File: src/rtl/typing_session_ctrl_pkg.sv
// Shared types and constants for the typing-speed game session controller.
package typing_session_ctrl_pkg;

    typedef enum logic [1:0] {
        ST_IDLE      = 2'd0,
        ST_COUNTDOWN = 2'd1,
        ST_TYPING    = 2'd2,
        ST_FINISH    = 2'd3
    } state_t;

    localparam logic [8:0] KEY_ENTER = 9'h05A;
    localparam logic [8:0] KEY_ESC   = 9'h076;
    localparam logic [8:0] END_CODE  = 9'h000;

    localparam int unsigned CHARS_PER_WORD = 5;
    // chars per minute / chars per word, expressed against a per-second divisor
    localparam int unsigned WPM_SCALE      = 60 / CHARS_PER_WORD;

    function automatic logic [7:0] sat_u8(input logic [31:0] v);
        return (v > 32'd255) ? 8'hFF : v[7:0];
    endfunction

endpackage

File: src/rtl/typing_session_ctrl_if.sv
// Key-strobe, text-ROM and result bus between decoder, controller and display.
interface typing_session_ctrl_if #(
    parameter int unsigned MAX_CHARS = 255
);
    localparam int unsigned CW = $clog2(MAX_CHARS + 1);

    logic          key_valid;
    logic [8:0]    key_code;
    logic [8:0]    target_code;
    logic          mode;
    logic [CW-1:0] char_idx;
    logic [1:0]    state;
    logic [3:0]    countdown_sec;
    logic [7:0]    elapsed_sec;
    logic [CW-1:0] correct_chars;
    logic [15:0]   error_count;
    logic [7:0]    wpm;
    logic          wpm_valid;

    modport master (
        output key_valid, key_code, target_code, mode,
        input  char_idx, state, countdown_sec, elapsed_sec,
               correct_chars, error_count, wpm, wpm_valid
    );

    modport slave (
        input  key_valid, key_code, target_code, mode,
        output char_idx, state, countdown_sec, elapsed_sec,
               correct_chars, error_count, wpm, wpm_valid
    );

endinterface

File: src/rtl/typing_session_ctrl_seq_divider.sv
// Restoring unsigned divider: one quotient bit per cycle, abortable.
module typing_session_ctrl_seq_divider #(
    parameter int unsigned DW = 12,
    parameter int unsigned VW = 9
) (
    input  logic          clk,
    input  logic          rst,
    input  logic          start,
    input  logic          abort,
    input  logic [DW-1:0] dividend,
    input  logic [VW-1:0] divisor,
    output logic          busy,
    output logic          done,
    output logic [DW-1:0] quotient
);

    localparam int unsigned NW = $clog2(DW + 1);

    logic [DW-1:0] quo_q;
    logic [VW-1:0] rem_q;
    logic [VW-1:0] den_q;
    logic [NW-1:0] cnt_q;
    logic          busy_q;
    logic          done_q;
    logic [VW:0]   trial;
    logic          fits;

    always_comb begin
        trial = {rem_q, quo_q[DW-1]};
        fits  = (trial >= {1'b0, den_q});
    end

    always_ff @(posedge clk) begin
        if (rst || abort) begin
            quo_q  <= '0;
            rem_q  <= '0;
            den_q  <= '0;
            cnt_q  <= '0;
            busy_q <= 1'b0;
            done_q <= 1'b0;
        end else begin
            done_q <= 1'b0;
            if (start) begin
                quo_q  <= dividend;
                rem_q  <= '0;
                den_q  <= divisor;
                cnt_q  <= NW'(DW);
                busy_q <= 1'b1;
            end else if (busy_q) begin
                // partial remainder always ends below the divisor, so VW bits suffice
                rem_q <= fits ? VW'(trial - {1'b0, den_q}) : trial[VW-1:0];
                quo_q <= {quo_q[DW-2:0], fits};
                cnt_q <= cnt_q - NW'(1);
                if (cnt_q == NW'(1)) begin
                    busy_q <= 1'b0;
                    done_q <= 1'b1;
                end
            end
        end
    end

    assign busy     = busy_q;
    assign done     = done_q;
    assign quotient = quo_q;

endmodule

File: src/rtl/typing_session_ctrl.sv
// Typing-game session FSM: countdown, timed/text typing window, scoring and WPM result.
module typing_session_ctrl
    import typing_session_ctrl_pkg::*;
#(
    parameter int unsigned CLK_HZ      = 100_000_000,
    parameter int unsigned COUNTDOWN_S = 3,
    parameter int unsigned TEST_S      = 60,
    parameter int unsigned MAX_CHARS   = 255
) (
    input  logic                  clk,
    input  logic                  rst,
    typing_session_ctrl_if.slave  bus
);

    localparam int unsigned CW = $clog2(MAX_CHARS + 1);
    localparam int unsigned TW = $clog2(CLK_HZ);
    localparam int unsigned DW = CW + 4;

    state_t        state_q;
    logic          mode_q;
    logic [TW-1:0] tick_q;
    logic [3:0]    cd_q;
    logic [7:0]    el_q;
    logic [CW-1:0] idx_q;
    logic [CW-1:0] cor_q;
    logic [15:0]   err_q;
    logic [7:0]    wpm_q;
    logic          wv_q;
    logic          div_start_q;

    logic          key_enter;
    logic          key_esc;
    logic          tick_last;
    logic          text_done;
    logic          div_abort;
    logic          div_busy;
    logic          div_done;
    logic [DW-1:0] div_num;
    logic [8:0]    div_den;
    logic [DW-1:0] div_quo;

    always_comb begin
        key_enter = bus.key_valid && (bus.key_code == KEY_ENTER);
        key_esc   = bus.key_valid && (bus.key_code == KEY_ESC);
        tick_last = (tick_q == TW'(CLK_HZ - 1));
        text_done = (mode_q && (bus.target_code == END_CODE)) || (idx_q == CW'(MAX_CHARS));
        div_abort = (state_q == ST_FINISH) && (key_esc || key_enter) && (div_busy || div_start_q);
        div_num   = DW'(cor_q) * DW'(WPM_SCALE);
        // a partial second counts as a whole one so short sessions never divide by zero
        div_den   = 9'(el_q) + 9'(tick_q != '0);
        if (div_den == '0) div_den = 9'd1;
    end

    always_ff @(posedge clk) begin
        if (rst) begin
            state_q     <= ST_IDLE;
            mode_q      <= 1'b0;
            tick_q      <= '0;
            cd_q        <= '0;
            el_q        <= '0;
            idx_q       <= '0;
            cor_q       <= '0;
            err_q       <= '0;
            wpm_q       <= '0;
            wv_q        <= 1'b0;
            div_start_q <= 1'b0;
        end else begin
            div_start_q <= 1'b0;
            unique case (state_q)
                ST_IDLE: begin
                    if (key_enter) begin
                        state_q <= ST_COUNTDOWN;
                        mode_q  <= bus.mode;
                        tick_q  <= '0;
                        cd_q    <= 4'(COUNTDOWN_S);
                        el_q    <= '0;
                        idx_q   <= '0;
                        cor_q   <= '0;
                        err_q   <= '0;
                        wpm_q   <= '0;
                        wv_q    <= 1'b0;
                    end
                end
                ST_COUNTDOWN: begin
                    if (key_esc) begin
                        state_q <= ST_IDLE;
                        wv_q    <= 1'b0;
                    end else if (tick_last) begin
                        tick_q <= '0;
                        if (cd_q == 4'd1) begin
                            cd_q    <= '0;
                            state_q <= ST_TYPING;
                        end else begin
                            cd_q <= cd_q - 4'd1;
                        end
                    end else begin
                        tick_q <= tick_q + TW'(1);
                    end
                end
                ST_TYPING: begin
                    // end-of-text freezes the clock; timer expiry beats any same-cycle key
                    if (text_done) begin
                        state_q     <= ST_FINISH;
                        div_start_q <= 1'b1;
                    end else if (tick_last && (el_q == 8'(TEST_S - 1))) begin
                        tick_q      <= '0;
                        el_q        <= el_q + 8'd1;
                        state_q     <= ST_FINISH;
                        div_start_q <= 1'b1;
                    end else if (key_esc) begin
                        state_q <= ST_IDLE;
                        wv_q    <= 1'b0;
                    end else begin
                        if (tick_last) begin
                            tick_q <= '0;
                            if (el_q != 8'hFF) el_q <= el_q + 8'd1;
                        end else begin
                            tick_q <= tick_q + TW'(1);
                        end
                        if (bus.key_valid) begin
                            if (bus.key_code == bus.target_code) begin
                                idx_q <= idx_q + CW'(1);
                                cor_q <= cor_q + CW'(1);
                            end else if (err_q != 16'hFFFF) begin
                                err_q <= err_q + 16'd1;
                            end
                        end
                    end
                end
                ST_FINISH: begin
                    if (key_esc) begin
                        state_q <= ST_IDLE;
                        wv_q    <= 1'b0;
                    end else if (key_enter) begin
                        state_q <= ST_IDLE;
                    end else if (div_done) begin
                        wpm_q <= sat_u8(32'(div_quo));
                        wv_q  <= 1'b1;
                    end
                end
            endcase
        end
    end

    typing_session_ctrl_seq_divider #(
        .DW(DW),
        .VW(9)
    ) u_div (
        .clk      (clk),
        .rst      (rst),
        .start    (div_start_q),
        .abort    (div_abort),
        .dividend (div_num),
        .divisor  (div_den),
        .busy     (div_busy),
        .done     (div_done),
        .quotient (div_quo)
    );

    assign bus.state         = state_q;
    assign bus.char_idx      = idx_q;
    assign bus.countdown_sec = cd_q;
    assign bus.elapsed_sec   = el_q;
    assign bus.correct_chars = cor_q;
    assign bus.error_count   = err_q;
    assign bus.wpm           = wpm_q;
    assign bus.wpm_valid     = wv_q;

endmodule

File: src/flat_wrapper.sv
// flat-port wrapper written by rule: the top's interface ports become plain ports
module typing_session_ctrl_flat import typing_session_ctrl_pkg::*;
#(
    parameter int unsigned CLK_HZ      = 100_000_000,
    parameter int unsigned COUNTDOWN_S = 3,
    parameter int unsigned TEST_S      = 60,
    parameter int unsigned MAX_CHARS   = 255
)
  (clk, rst, bus_key_valid, bus_key_code, bus_target_code, bus_mode, bus_char_idx, bus_state, bus_countdown_sec, bus_elapsed_sec, bus_correct_chars, bus_error_count, bus_wpm, bus_wpm_valid);
  typing_session_ctrl_if #(.MAX_CHARS(MAX_CHARS)) bus_i ();
  input  logic clk;
  input  logic rst;
  input wire logic [$bits(bus_i.key_valid)-1:0] bus_key_valid;
  input wire logic [$bits(bus_i.key_code)-1:0] bus_key_code;
  input wire logic [$bits(bus_i.target_code)-1:0] bus_target_code;
  input wire logic [$bits(bus_i.mode)-1:0] bus_mode;
  output wire logic [$bits(bus_i.char_idx)-1:0] bus_char_idx;
  output wire logic [$bits(bus_i.state)-1:0] bus_state;
  output wire logic [$bits(bus_i.countdown_sec)-1:0] bus_countdown_sec;
  output wire logic [$bits(bus_i.elapsed_sec)-1:0] bus_elapsed_sec;
  output wire logic [$bits(bus_i.correct_chars)-1:0] bus_correct_chars;
  output wire logic [$bits(bus_i.error_count)-1:0] bus_error_count;
  output wire logic [$bits(bus_i.wpm)-1:0] bus_wpm;
  output wire logic [$bits(bus_i.wpm_valid)-1:0] bus_wpm_valid;
  assign bus_i.key_valid = bus_key_valid;
  assign bus_i.key_code = bus_key_code;
  assign bus_i.target_code = bus_target_code;
  assign bus_i.mode = bus_mode;
  assign bus_char_idx = bus_i.char_idx;
  assign bus_state = bus_i.state;
  assign bus_countdown_sec = bus_i.countdown_sec;
  assign bus_elapsed_sec = bus_i.elapsed_sec;
  assign bus_correct_chars = bus_i.correct_chars;
  assign bus_error_count = bus_i.error_count;
  assign bus_wpm = bus_i.wpm;
  assign bus_wpm_valid = bus_i.wpm_valid;
  typing_session_ctrl #(.CLK_HZ(CLK_HZ), .COUNTDOWN_S(COUNTDOWN_S), .TEST_S(TEST_S), .MAX_CHARS(MAX_CHARS)) u_core (.clk(clk), .rst(rst), .bus(bus_i));
endmodule
File: config.mk
export PLATFORM = sky130hd
export DESIGN_NAME = typing_session_ctrl_flat
export DESIGN_NICKNAME = d
export VERILOG_FILES = /design/src/rtl/typing_session_ctrl_pkg.sv /design/src/rtl/typing_session_ctrl_if.sv /design/src/rtl/typing_session_ctrl_seq_divider.sv /design/src/rtl/typing_session_ctrl.sv /design/src/flat_wrapper.sv
export SDC_FILE = /design/constraint.sdc
export NUM_CORES = 1
export LEC_CHECK = 0
export ABC_CLOCK_PERIOD_IN_PS = 3200
export CELL_PAD_IN_SITES_DETAIL_PLACEMENT = 1
export CELL_PAD_IN_SITES_GLOBAL_PLACEMENT = 1
export CORE_AREA = 2 2 187 97
export CTS_BUF_LIST = sky130_fd_sc_hd__clkbuf_16
export DETAILED_ROUTE_END_ITERATION = 10
export DIE_AREA = 0 0 189 99
export PLACE_DENSITY = 0.81
export SLEW_MARGIN = 10
export SYNTH_ARGS = -nofsm -noshare
export SYNTH_HDL_FRONTEND = slang
export SYNTH_SLANG_ARGS = --single-unit
File: constraint.sdc
create_clock -name clk -period 3.2 [get_ports clk]
set_clock_uncertainty 0.15 [all_clocks]
set_input_delay 0.64 -clock clk [delete_from_list [all_inputs] [get_ports clk]]
set_output_delay 0.64 -clock clk [all_outputs]
set_load 0.005 [all_outputs]
# == Yosys cells after proc, flatten, opt, wreduce, memory -nomap -nowiden ==
# Index checks and enable logic that the tools add are counted.
# totals
reg_bits,120
latchBits,0
ram_bits,0
romBits,0
inputBits,22
output_inout_bits,55
mem_count,0
# classes
addsub,9
multipliers,1
n_div,0
order_cmp,2
eq_ne,35
shifts,0
mux,73
n_bitwise,2
n_reduce_logical,31
# op_table
op,count
8-bit 2-to-1 mux,20
27-bit 2-to-1 mux,5
16-bit 2-to-1 mux,7
27-bit case mux with 3 select lines,1
8-bit case mux with 2 select lines,4
16-bit case mux with 2 select lines,1
27-bit by 1-bit adder with 27-bit output (second input constant),1
27-bit equality test (second input constant),1
27-bit nonzero test,1
8-bit by 1-bit adder with 8-bit output (second input constant),3
12-bit 2-to-1 mux,2
4-bit 2-to-1 mux,6
9-bit by 7-bit equality test with 1-bit output (second input constant),2
9-bit logical NOT,2
2-bit 2-to-1 mux,9
9-bit 2-to-1 mux,2
2-bit != test (second input constant),9
16-bit by 1-bit adder with 16-bit output (second input constant),1
16-bit != test (second input constant),1
3-bit by 1-bit != test with 1-bit output (second input constant),5
5-bit AND reduction,3
1-bit 2-to-1 mux,13
12-bit by 8-bit > comparator with 1-bit output (second input constant),1
10-bit by 9-bit greater-or-equal comparator with 1-bit output,1
32 further kinds,52

# == Logic depth before layout (Yosys ltp) ==
# Gate-level depths: netlist (run 1).
# logic_depth
word_depth,8
depth_mapped,11

# == By module ==
# A second synthesis (run 1) with hierarchy kept.
# hier_totals
hier_cells,834
hier_area_um2,6946.7
# modules_own_cells
module,instances,cells_each,area_per_inst_um2
typing_session_ctrl,1,597,4967.3
typing_session_ctrl_seq_divider,1,237,1979.4

# == Worst setup path before layout (run 1) ==
# OpenSTA, ideal clock, no wires.
# synth_timing
path_type,input port to flip-flop
from,input bus_key_code[2]
to,register u_core.cd_q[2] (netlist: u_core.bus.countdown_sec[2])
setup_time_ns,0.071
arrival_time_ns,2.563
required_time_ns,2.979
setup_slack_ns,0.417
cell_stages,8
path_cell_list,or3b_4 nor3_4 nor2b_2 buf_6 a211o_4 or3b_1 or3b_1 a21oi_1
# synth_via
elab_chain_len,4
# synth_lines
item,line_no,text
from (decl),flat_wrapper.sv:14,input wire logic [$bits(bus_i.key_code)-1:0] bus_key_code;
"9-bit by 7-bit equality test with 1-bit output, on equally long branches","typing_session_ctrl.sv:44, typing_session_ctrl.sv:43",
"1-bit logical AND, on equally long branches","typing_session_ctrl.sv:44, typing_session_ctrl.sv:43",
2-bit != test (no source line) / 2-bit by 1-bit != test with 1-bit output (equally long branches),--,
4-bit AND reduction (no source line) (*),--,
to (signal assigned),typing_session_ctrl.sv:75,cd_q <= 4'(COUNTDOWN_S);
to (signal assigned),typing_session_ctrl.sv:94,cd_q <= cd_q - 4'd1;
to (decl),typing_session_ctrl.sv:22,logic [3:0] cd_q;
# Mark *: on every way between the ends. The rest lies on a longest branch, timed or not.
# A chain may end at the register's enable or synchronous reset.

# == Worst setup path in the final report (run 1) ==
# layout_timing
from,input bus_key_code[3]
to,register u_core.err_q[4] (netlist: u_core.bus.error_count[4])
# layout_via
elab_chain_len,4
# layout_lines
item,line_no,text
"9-bit by 7-bit equality test with 1-bit output, on equally long branches","typing_session_ctrl.sv:44, typing_session_ctrl.sv:43",
"1-bit logical AND, on equally long branches","typing_session_ctrl.sv:44, typing_session_ctrl.sv:43",
2-bit != test (no source line) / 2-bit by 1-bit != test with 1-bit output (equally long branches),--,
8-bit AND reduction (no source line) (*),--,
to (signal assigned),typing_session_ctrl.sv:125,err_q <= err_q + 16'd1;
to (decl),typing_session_ctrl.sv:26,logic [15:0] err_q;
# Marked as above.

==> impl_metrics.tcl, run 1 <==
set metrics [dict create \
    status "finished clean" \
    crit_path_top_delay_cell "o31ai_2" \
    post_cts_resized 0 \
    clockBufferDepth 2 \
    place_area_mm2 0.007966 \
    drive_gt1_share_pct 8.639 \
    gp_congestion 0.8602 \
    whs_endpoint "u_core.u_div.den_q[5]$_SDFFE_PP0P_" \
    met3_length_um 1280 \
    r2r_start "u_core.bus.state[0]$_SDFFE_PP0P_" \
    period_minus_slack_ns 3.040 \
    syn_area_mm2 0.006766 \
    reg2reg_slack_ns 0.29 \
    fmax_mhz 329.0 \
    final_common_cell "nor2_1" \
    synthTopCellsByArea "dfxtp_1 36%, nor2_1 7.2%, xor2_1 6.3%, ha_1 6.3%, xnor2_1 4.1%" \
    syn_nets 881 \
    dp.cells 1128 \
    cp.required_ns 3.42 \
    ir_drop_mv 0.4115 \
    ant_nets 0 \
    min_period_over_period_pct 94.99 \
    yosys.area.top_type "dfxtp_1" \
    critPathMaxStageDelay_ns 0.86 \
    tightestPinTransition_ns 1.065 \
    wl_per_cell_um 19.33 \
    cp-startpoint "bus_key_code[3]" \
    power_density_mw_per_mm2 456.0 \
    synth-edff-count 0 \
    dp_hpwl_um 16330 \
    ys_warn_count 0 \
    critPathMostFrequentCell "nand3_1" \
    die_y_um 99 \
    overflow 0 \
    ys_seq_area_share_pct 35.50 \
    synth_cells 823 \
    nets 971 \
    dr.pass1.iters 5 \
    cts_tree "done" \
    cts_buffers 17 \
    worstReg2RegEnd "u_core.bus.error_count[4]$_SDFFE_PP0P_" \
    maxCapViolCount 0 \
    m1WireLength_um 12180 \
    yosys.cell_types.count 58 \
    clkTransAtPathRegs_ns 0.07 \
    pin_count 77 \
    rows 34 \
    grt_pass1_vias 6473 \
    endpoint_kind "register" \
    antenna_cells 0 \
    relSlewSlack_pct 28.54 \
    timing.setup.critical_path_class "primary input to register" \
    antenna_found_initial 0 \
    grt_max_degree 46 \
    clk_latency_ns 0.43 \
    hold_depth 2 \
    setup_viol 0 \
    syn_to_final_growth_pct 26.41 \
    die-area_mm2 0.01871 \
    crit_fanout 15 \
    cts_root_buf "clkbuf_16" \
    layout_common_cells "130 x nor2_1, 120 x dfxtp_1, 76 x clkdlybuf4s50_1" \
    num_vias 6514 \
    drtIter0Drc 309 \
    coreArea_mm2 0.01706 \
    dr_wl_met2_um 8816 \
    power.static_leakage_nw 3.156 \
    hp-start "u_core.u_div.den_q[5]$_SDFFE_PP0P_" \
    initial_utilization_pct 39.67 \
    routed_wl_um 22430 \
    synth_top_area_share_pct 35.50 \
    clock-sinks 120 \
    crit_chain "clkdlybuf4s50_1, and3b_1, nand3_1, nand3_1, o31ai_2, nand3_1, or4_1, nand2_1" \
    finalMaxSlewViolations 0 \
    rsz0062_at_grt "false" \
    grt_pass1_wl_um 36250 \
    port-buffer-count 76 \
    ys_ff_latch 120 \
    hold_viol_final 0 \
    reg2reg_depth 7 \
    postCtsSetupBuffers 0 \
    synthArstFlopShare_pct 0 \
    hold_buffers 0 \
    startpoint_type "primary input" \
    track_usage_pct 24.73 \
    h-tree-depth 4 \
    hp-class "register to register" \
    top_layer "met4" \
    final_cells 1160 \
    cp.arrival_ns 3.26 \
    synth-main-ff-cell "dfxtp_1" \
    finalInstanceArea_mm2 0.008553 \
    syn_avg_cell_area_um2 8.222 \
    viasPerCell 5.616 \
    drcViolationCount 0 \
    die_w_um 189 \
]
-- stage by stage --
step                      total power, mW  setup WS, ns  setup TNS [ns]  hold slack [ns]  utilization [%]
final                               3.900        0.1603               0           0.3438            50.14
after global placement              1.937       -0.1026         -0.1708           0.3233            46.70
after detailed placement            1.948       -0.2635          -1.650           0.3330            46.70
after global routing                4.022       0.01623               0           0.3553            50.14
after CTS                           3.917        0.1878               0           0.3411            50.14
after floorplan                     1.754        0.4166               0           0.3050                -
-- where the power goes --
part | internal, mW | total [mW] | switching, mW
registers | 1.51 | 1.53 | 0.0230
logic | 0.168 | 0.395 | 0.226
clock network | 1.21 | 1.97 | 0.761
-- cell usage after synthesis, drive strengths merged (2+ instances only) --
library cell	count
and3b	2
o21a	13
o21ai	25
buf	9
a21o	4
fa	2
dfxtp	120
nand3	42
ha	34
and4	11
clkbuf	34
mux2i	22
nor4	14
nand2b	6
nor3b	4
o211ai	5
and3	10
a21boi	2
inv	32
nor4b	6
nor3	16
or2	3
nand4b	3
a21oi	36
a22oi	2
or3b	4
xnor2	32
or3	3
a31oi	4
or4	3
xor2	49
nand4	34
nand3b	3
nand2	46
nor2b	12
a211oi	24
o31ai	3
and2	7
nor2	130
-- area by class of cell --
class | count | area (µm²)
clock buffer | 17 | 425.4
tap | 234 | 292.8
multi-input combinational | 628 | 4080
timing repair buffer | 114 | 1071
clock inverter | 15 | 161.4
sequential | 120 | 2402
fill | 2015 | 8506
inverter | 32 | 120.1
-- per-layer routing --
metal	global-route usage [%]	vias to the layer above
li1	-	3079
met1	38.58	3222
met2	34.38	198
met3	5.199	15
met4	4.868	0
met5	0	-
-- flip-flops by register name, indices dropped and copies added, names as in the netlist, 9 cells and up --
signal                  cells
u_core.bus.error_count     16
u_core.tick_q              27
u_core.u_div.den_q          9
u_core.u_div.quotient      12
u_core.u_div.rem_q          9
-- worst max-delay path: cells and delay by family --
family,cells,cell delay (ns)
AOI/OAI and AO/OA,1,0.86
and+or+nand+nor,6,1.24
buffers and inverters,1,0.51
-- cells by family (layout without fill, tap and decap cells) --
family,Yosys count,in the layout,synth area share [%]
AND/OR/NAND/NOR,361,361,27.31
AO/OA/AOI/OAI,128,128,12.22
flip-flops,120,120,35.50
XOR/XNOR,81,81,10.48
buffers and inverters,75,178,4.345
adder cells (fa/ha/maj),36,36,6.879
multiplexers,22,22,3.254
-- worst max path at each step --
stage	endpoint	depth (start not counted)
4_1_cts	u_core.bus.error_count[4]$_SDFFE_PP0P_	8
5_1_grt	u_core.bus.error_count[4]$_SDFFE_PP0P_	8
3_5_place_dp	u_core.bus.error_count[4]$_SDFFE_PP0P_	8
6_report	u_core.bus.error_count[4]$_SDFFE_PP0P_	8
2_1_floorplan	u_core.bus.countdown_sec[2]$_SDFFE_PP0P_	8
3_3_place_gp	u_core.bus.error_count[4]$_SDFFE_PP0P_	8
No activity file was read; power rests on OpenSTA's default activity.
==> run 2: changes to the inputs <==
--- a/config.mk
+++ b/config.mk
@@ -8,11 +8,12 @@
 export ABC_CLOCK_PERIOD_IN_PS = 3200
 export CELL_PAD_IN_SITES_DETAIL_PLACEMENT = 1
 export CELL_PAD_IN_SITES_GLOBAL_PLACEMENT = 1
-export CORE_AREA = 2 2 187 97
+export CORE_AREA = 2 2 110 165
 export CTS_BUF_LIST = sky130_fd_sc_hd__clkbuf_16
 export DETAILED_ROUTE_END_ITERATION = 10
-export DIE_AREA = 0 0 189 99
-export PLACE_DENSITY = 0.81
+export DIE_AREA = 0 0 112 167
+export PLACE_DENSITY = 0.8
+export SKIP_LAST_GASP = 1
 export SLEW_MARGIN = 10
 export SYNTH_ARGS = -nofsm -noshare
 export SYNTH_HDL_FRONTEND = slang
==> run 2 against run 1 <==
Compared with the run above:
- count of clock-buffer cells in the layout is the same
- largest power group unchanged
- via count shrank 3.1%
- power is essentially flat
==> impl_metrics.tcl, run 2 (synthesis gave the netlist of run 1 again) <==
set metrics [dict create \
    status "finished clean" \
    crit_fanout 9 \
    critPathMaxStageDelay_ns 0.47 \
    clk_latency_ns 0.43 \
    fillers 2074 \
    initial_utilization_pct 39.17 \
    crit_chain "clkdlybuf4s50_1, xnor2_1, nand3_1, nor4_1, buf_4, a41o_1, nand4_1, or3_1, a21oi_1" \
    overflow 0 \
    track_usage_pct 21.55 \
    viasPerCell 5.493 \
    critical_path_buf_inv_count 2 \
    finalInstanceArea_mm2 0.008613 \
    drcViolationCount 0 \
    fmax_mhz 334.6 \
    final_common_cell "nor2_1" \
    layout_common_cells "130 x nor2_1, 120 x dfxtp_1, 76 x clkdlybuf4s50_1" \
    power_mw 3.897 \
    clockBufferDepth 2 \
    min_period_over_period_pct 93.40 \
    endpoint_kind "register" \
    final_util_pct 49.86 \
    timing.setup.critical_path_class "primary input to register" \
    tightestPinTransition_ns 0.9950 \
    tns_ns 0 \
    wl_per_cell_um 17.16 \
    dr.pass1.iters 4 \
    die_w_um 112 \
    hold_ws_ns 0.3436 \
    grt_max_degree 46 \
    rsz0062_at_grt "false" \
    place_area_mm2 0.008010 \
    period_minus_slack_ns 2.989 \
    finalMaxSlewViolations 0 \
    largest_reg_flops 27 \
    antenna_cells 0 \
    hp-class "register to register" \
    post_cts_resized 0 \
    antenna_found_initial 0 \
    cp.arrival_ns 3.20 \
    port-buffer-count 76 \
    clock-sinks 120 \
    grt_pass1_vias 6806 \
    crit_family "simple AND/OR/NAND/NOR gates" \
    power.static_leakage_nw 3.190 \
    ant_nets 0 \
    relSlewSlack_pct 33.22 \
    num_vias 6311 \
    power_density_mw_per_mm2 452.4 \
    crit_path_top_delay_cell "clkdlybuf4s50_1" \
    rows 59 \
    startpoint_type "primary input" \
    hold_viol_final 0 \
    syn_to_final_growth_pct 27.29 \
    hold_buffers 0 \
    maxCapViolCount 0 \
    grt_pass1_wl_um 33130 \
    nets 981 \
    clkTransAtPathRegs_ns 0.06 \
    die_y_um 167 \
    drtIter0Drc 172 \
    cts_root_buf "clkbuf_16" \
    drive_gt1_share_pct 9.509 \
    cts_tree "done" \
    regMostFlops "u_core.tick_q" \
    postCtsSetupBuffers 0 \
    routed_wl_um 19720 \
    pin_count 77 \
    coreArea_mm2 0.01727 \
    dp_hpwl_um 14350 \
    cts_buffers 17 \
    die-area_mm2 0.01870 \
    h-tree-depth 4 \
    setup_viol 0 \
    ir_drop_mv 0.3411 \
    gp_congestion 0.8588 \
    cp.required_ns 3.41 \
]
-- run 2: cell count changes in the layout (fill, tap and decap cells not counted), sizes merged --
cell      before  now
buf           38   48
clkinvlp       2    4
clkinv         9    7
-- run 2: worst paths after layout --
check / start / to / slack (ns) / depth (start not counted)
setup / recovery: bus_key_code[5] / u_core.bus.correct_chars[7]$_SDFFE_PP0P_ / 0.21 / 9
hold / removal: u_core.u_div.den_q[2]$_SDFFE_PP0P_ / u_core.u_div.den_q[2]$_SDFFE_PP0P_ / 0.34 / 2
setup reg to reg: u_core.tick_q[9]$_SDFFE_PP0P_ / u_core.u_div.den_q[0]$_SDFFE_PP0P_ / 0.23 / 9
hold reg to reg: u_core.u_div.den_q[2]$_SDFFE_PP0P_ / u_core.u_div.den_q[2]$_SDFFE_PP0P_ / 0.34 / 2
-- run 2: worst reg2reg max path, stage by stage, from the launching register on --
cell      delay, ns
dfxtp_1        0.36
nor4_1         0.43
nand2_1        0.12
nor4_1         0.46
nand4_1        0.22
ha_1           0.27
ha_1           0.30
nor4_1         0.19
a31oi_1        0.15
a211oi_1       0.24
-- run 2: final cells by class --
| class | count | area, µm² | share of cell area (%) |
|---|---|---|---|
| Clock buffer | 17 | 425.4 | 4.939 |
| Clock inverter | 15 | 177.7 | 2.063 |
| Inverter | 32 | 120.1 | 1.395 |
| Multi-Input combinational cell | 628 | 4075 | 47.31 |
| Sequential cell | 120 | 2402 | 27.89 |
| Tap cell | 213 | 266.5 | 3.094 |
| Timing Repair Buffer | 124 | 1146 | 13.31 |
-- run 2: metal layers --
layer / share of wire (%) / GRT usage (%)
met5: 0 / 0
met2: 55 / 41.71
met4: 3.0 / 9.332
met1: 39 / 22.34
met3: 2.7 / 3.748
-- run 2: per-stage QoR --
step	instances	setup WS, ns
CTS	1149	0.1867
global placement	1117	-0.09106
detailed placement	1117	-0.2743
finish	1149	0.2113
floorplan	823	0.4166
global route	1149	0.02002
-- run 2: power by group --
part / switching [mW] / internal [mW] / leakage [nW]
logic: 0.218 / 0.170 / 1.94
registers: 0.0214 / 1.51 / 0.967
clock network: 0.755 / 1.22 / 0.283
total: 0.994 / 2.90 / 3.19
==> run 3: changes to the inputs <==
--- a/config.mk
+++ b/config.mk
@@ -5,14 +5,15 @@
 export SDC_FILE = /design/constraint.sdc
 export NUM_CORES = 1
 export LEC_CHECK = 0
+export ABC_AREA = 1
 export ABC_CLOCK_PERIOD_IN_PS = 3200
 export CELL_PAD_IN_SITES_DETAIL_PLACEMENT = 1
 export CELL_PAD_IN_SITES_GLOBAL_PLACEMENT = 1
-export CORE_AREA = 2 2 110 165
+export CORE_AREA = 2 2 119 178
 export CTS_BUF_LIST = sky130_fd_sc_hd__clkbuf_16
 export DETAILED_ROUTE_END_ITERATION = 10
-export DIE_AREA = 0 0 112 167
-export PLACE_DENSITY = 0.8
+export DIE_AREA = 0 0 121 180
+export PLACE_DENSITY = 0.82
 export SKIP_LAST_GASP = 1
 export SLEW_MARGIN = 10
 export SYNTH_ARGS = -nofsm -noshare
==> run 3 against run 2 <==
Compared with the run above:
- sequential share of layout area down 2.9 points
- sequential power about the same
- hold slack worse by 0.028 ns
- power down 1.7%
- die area up 16%
- first-iteration DRC count rose to 2.6 times the previous value
- critical path type is now register to register
- largest power group unchanged
==> impl_metrics.tcl, run 3 <==
set metrics [dict create \
    maxCapViolCount 0 \
    ant_nets 0 \
    switchingPower_uw 938.0 \
    timing.setup.critical_path_class "register to register" \
    clock-sinks 120 \
    wl_per_cell_um 16.67 \
    critPathMostFrequentCell "nand3_1" \
    rows 64 \
    crit_family "simple AND/OR/NAND/NOR gates" \
    track_usage_pct 23.92 \
    routed_wl_um 25750 \
    power.static_leakage_nw 3.606 \
    seqPwrFrac_pct 39.4 \
    num_vias 8271 \
    startpoint_type "register" \
    drcViolationCount 0 \
    r2r_start "u_core.tick_q[19]$_SDFFE_PP0P_" \
    crit_fanout 7 \
    reg2reg_depth 12 \
    power_density_mw_per_mm2 398.4 \
    synth_simple_gate_area_share_pct 37.56 \
    drive_gt1_share_pct 10.23 \
    fmax_mhz 347.6 \
    overflow 0 \
    reg2reg_slack_ns 0.32 \
    cts_root_buf "clkbuf_16" \
    hold_buffers 0 \
    grtUsageMet2_pct 44.65 \
    grt_max_degree 59 \
    tns_ns 0 \
    gp_congestion 0.8633 \
    ys_seq_area_share_pct 30.11 \
    clk_latency_ns 0.43 \
    coreArea_mm2 0.02026 \
    synthTopCellsByArea "dfxtp_1 30%, nand2_1 11%, nor2_1 7.2%, nand3_1 7.1%, inv_1 5.6%" \
    clockBufferDepth 2 \
    initial_utilization_pct 39.38 \
    grt_busiest_layer "met2" \
    synth_compound_area_share_pct 11.53 \
    regMostFlops "u_core.tick_q" \
    final_cells 1545 \
    yosys.area.top_type "dfxtp_1" \
    hold_viol_final 0 \
    ir_drop_mv 0.3132 \
    synth_common_cells "244 x nand2_1, 152 x nor2_1, 120 x dfxtp_1" \
    layout_common_cells "244 x nand2_1, 152 x nor2_1, 120 x dfxtp_1" \
    grt_pass1_vias 8720 \
    yosys.area_share.adder_pct 5.834 \
    ys_ff_latch 120 \
    largest_reg_flops 27 \
    final_common_cell "nand2_1" \
    viasPerCell 5.353 \
    clockPowerShare_pct 54.3 \
    synthArstFlopShare_pct 0 \
    antenna_cells 0 \
    endpoint_kind "register" \
    setup_viol 0 \
    synth-edff-count 0 \
    hp-class "register to register" \
    die-area_mm2 0.02178 \
    die_y_um 180 \
    synth_most_common_cell "nand2_1" \
    period_minus_slack_ns 2.877 \
    critical_path_buf_inv_count 0 \
    syn_to_final_growth_pct 20.58 \
    syn_nets 1252 \
    drtIter0Drc 439 \
    nets 1326 \
    min_period_over_period_pct 89.89 \
    power_frac_comb_pct 6.2 \
    synth_xor_area_share_pct 6.038 \
    cts_buffers 17 \
    dp_hpwl_um 19170 \
    clkTransAtPathRegs_ns 0.06 \
    cts_tree "done" \
    crit_chain "nor2_1, nand4_1, nor2_1, nand4_1, ha_1, ha_1, nand3_1, xor2_1, nand3_1, nor3b_1, nand3_1, a21oi_1" \
    dr.pass1.iters 4 \
    grt_pass1_wl_um 42520 \
    syn_area_mm2 0.007978 \
    synth_top_family_by_area "simple AND/OR/NAND/NOR gates" \
    cp.required_ns 3.41 \
    grtUsageMet1_pct 26.80 \
    die_w_um 121 \
    hp-start "u_core.u_div.rem_q[8]$_SDFFE_PP0P_" \
    critPathMaxStageDelay_ns 0.41 \
    tightestPinTransition_ns 0.7441 \
    status "finished clean" \
    antenna_found_initial 0 \
    whs_endpoint "u_core.u_div.rem_q[8]$_SDFFE_PP0P_" \
    h-tree-depth 4 \
    port-buffer-count 76 \
    cp.arrival_ns 3.08 \
    ys_warn_count 0 \
    post_cts_resized 0 \
    syn_avg_cell_area_um2 6.681 \
    dp.cells 1513 \
    relSlewSlack_pct 50.39 \
    synth_cells 1194 \
    synthMuxAreaShare_pct 0 \
    postCtsSetupBuffers 0 \
    hold_depth 2 \
    finalMaxSlewViolations 0 \
    sw_frac_of_total_pct 24.48 \
    rsz0062_at_grt "false" \
    pin_count 77 \
    yosys.cell_types.count 50 \
    synth_top_area_share_pct 30.11 \
    intPower_mw 2.894 \
    crit_path_top_delay_cell "dfxtp_1" \
    synth-main-ff-cell "dfxtp_1" \
    use_met3_pct 3.268 \
    worstReg2RegEnd "u_core.u_div.den_q[0]$_SDFFE_PP0P_" \
]
## run 3: cell count changes after synthesis, sizes merged, moves of 15 or more
cell,delta
nor2,+36
nand3,+75
mux2i,-22
inv,+100
clkbuf,-16
xnor2,-15
a21oi,+65
a211oi,-21
nand2,+222
## run 3: layout make-up
type                    count  area (µm²)
fillers                  2667       10640
multi-input cells         900        4863
flip-flops and latches    120        2402
repair buffers             94       890.9
inverters                 135       506.7
clock buffers              17       425.4
well taps                 264       330.3
clock inverters            15       200.2
## run 3: cell families (layout without fill, tap and decap cells)
logic type	count (synthesis)	count (layout)
buffers and inverters	174	261
adders and majority gates	36	36
and+or+nand+nor	647	647
AOI/OAI and AO/OA	162	162
xor gates and xnor gates	55	55
DFF	120	120
## run 3: worst max-delay path by stage
| stage | cells after the start | startpoint | slack, ns | to |
|---|---|---|---|---|
| after CTS | 12 | u_core.tick_q[19]$_SDFFE_PP0P_ | 0.37 | u_core.u_div.den_q[0]$_SDFFE_PP0P_ |
| after floorplan | 14 | u_core.u_div.quotient[11]$_SDFFE_PP0N_ | 0.93 | u_core.u_div.rem_q[4]$_SDFFE_PP0P_ |
| final | 12 | u_core.tick_q[19]$_SDFFE_PP0P_ | 0.32 | u_core.u_div.den_q[0]$_SDFFE_PP0P_ |
| after global placement | 11 | bus_target_code[1] | 0.23 | u_core.tick_q[7]$_SDFFE_PP0P_ |
| after detailed placement | 10 | bus_key_valid | 0.21 | u_core.tick_q[19]$_SDFFE_PP0P_ |
| after global routing | 12 | u_core.tick_q[19]$_SDFFE_PP0P_ | 0.10 | u_core.u_div.den_q[0]$_SDFFE_PP0P_ |
## run 3: metal layers
metal / up-vias / routed length, µm
met5: - / 0
met4: 0 / 683
met3: 48 / 692
met2: 134 / 13820
met1: 4023 / 10550
li1: 4066 / -
## run 3: power groups by stage
| stage | clock network, mW | logic (mW) | registers (mW) |
|---|---|---|---|
| 2_1_floorplan | 0 | 0.144 | 1.54 |
| 3_3_place_gp | 0 | 0.232 | 1.54 |
| 3_5_place_dp | 0 | 0.236 | 1.54 |
| 4_1_cts | 2.11 | 0.240 | 1.51 |
| 5_1_grt | 2.16 | 0.265 | 1.51 |
| 6_report | 2.08 | 0.239 | 1.51 |
## run 3: stage by stage
stage | instance area, µm² | power [mW] | worst slack [ns] | hold slack (ns) | utilization (%)
final | 9619 | 3.832 | 0.3235 | 0.3158 | 47.48
after global routing | 9619 | 3.938 | 0.1017 | 0.3310 | 47.48
after detailed placement | 8994 | 1.780 | 0.2054 | 0.3059 | 44.39
after CTS | 9619 | 3.858 | 0.3684 | 0.3155 | 47.48
after global placement | 8994 | 1.776 | 0.2331 | 0.3042 | 44.39
after floorplan | 7978 | 1.686 | 0.9266 | 0.2727 | -
## run 3: worst min-delay path: cells and delay by family (launching register included)
family,cells,cell delay [ns]
DFF,1,0.31
and+or+nand+nor,1,0.06
AOI/OAI and AO/OA,1,0.05
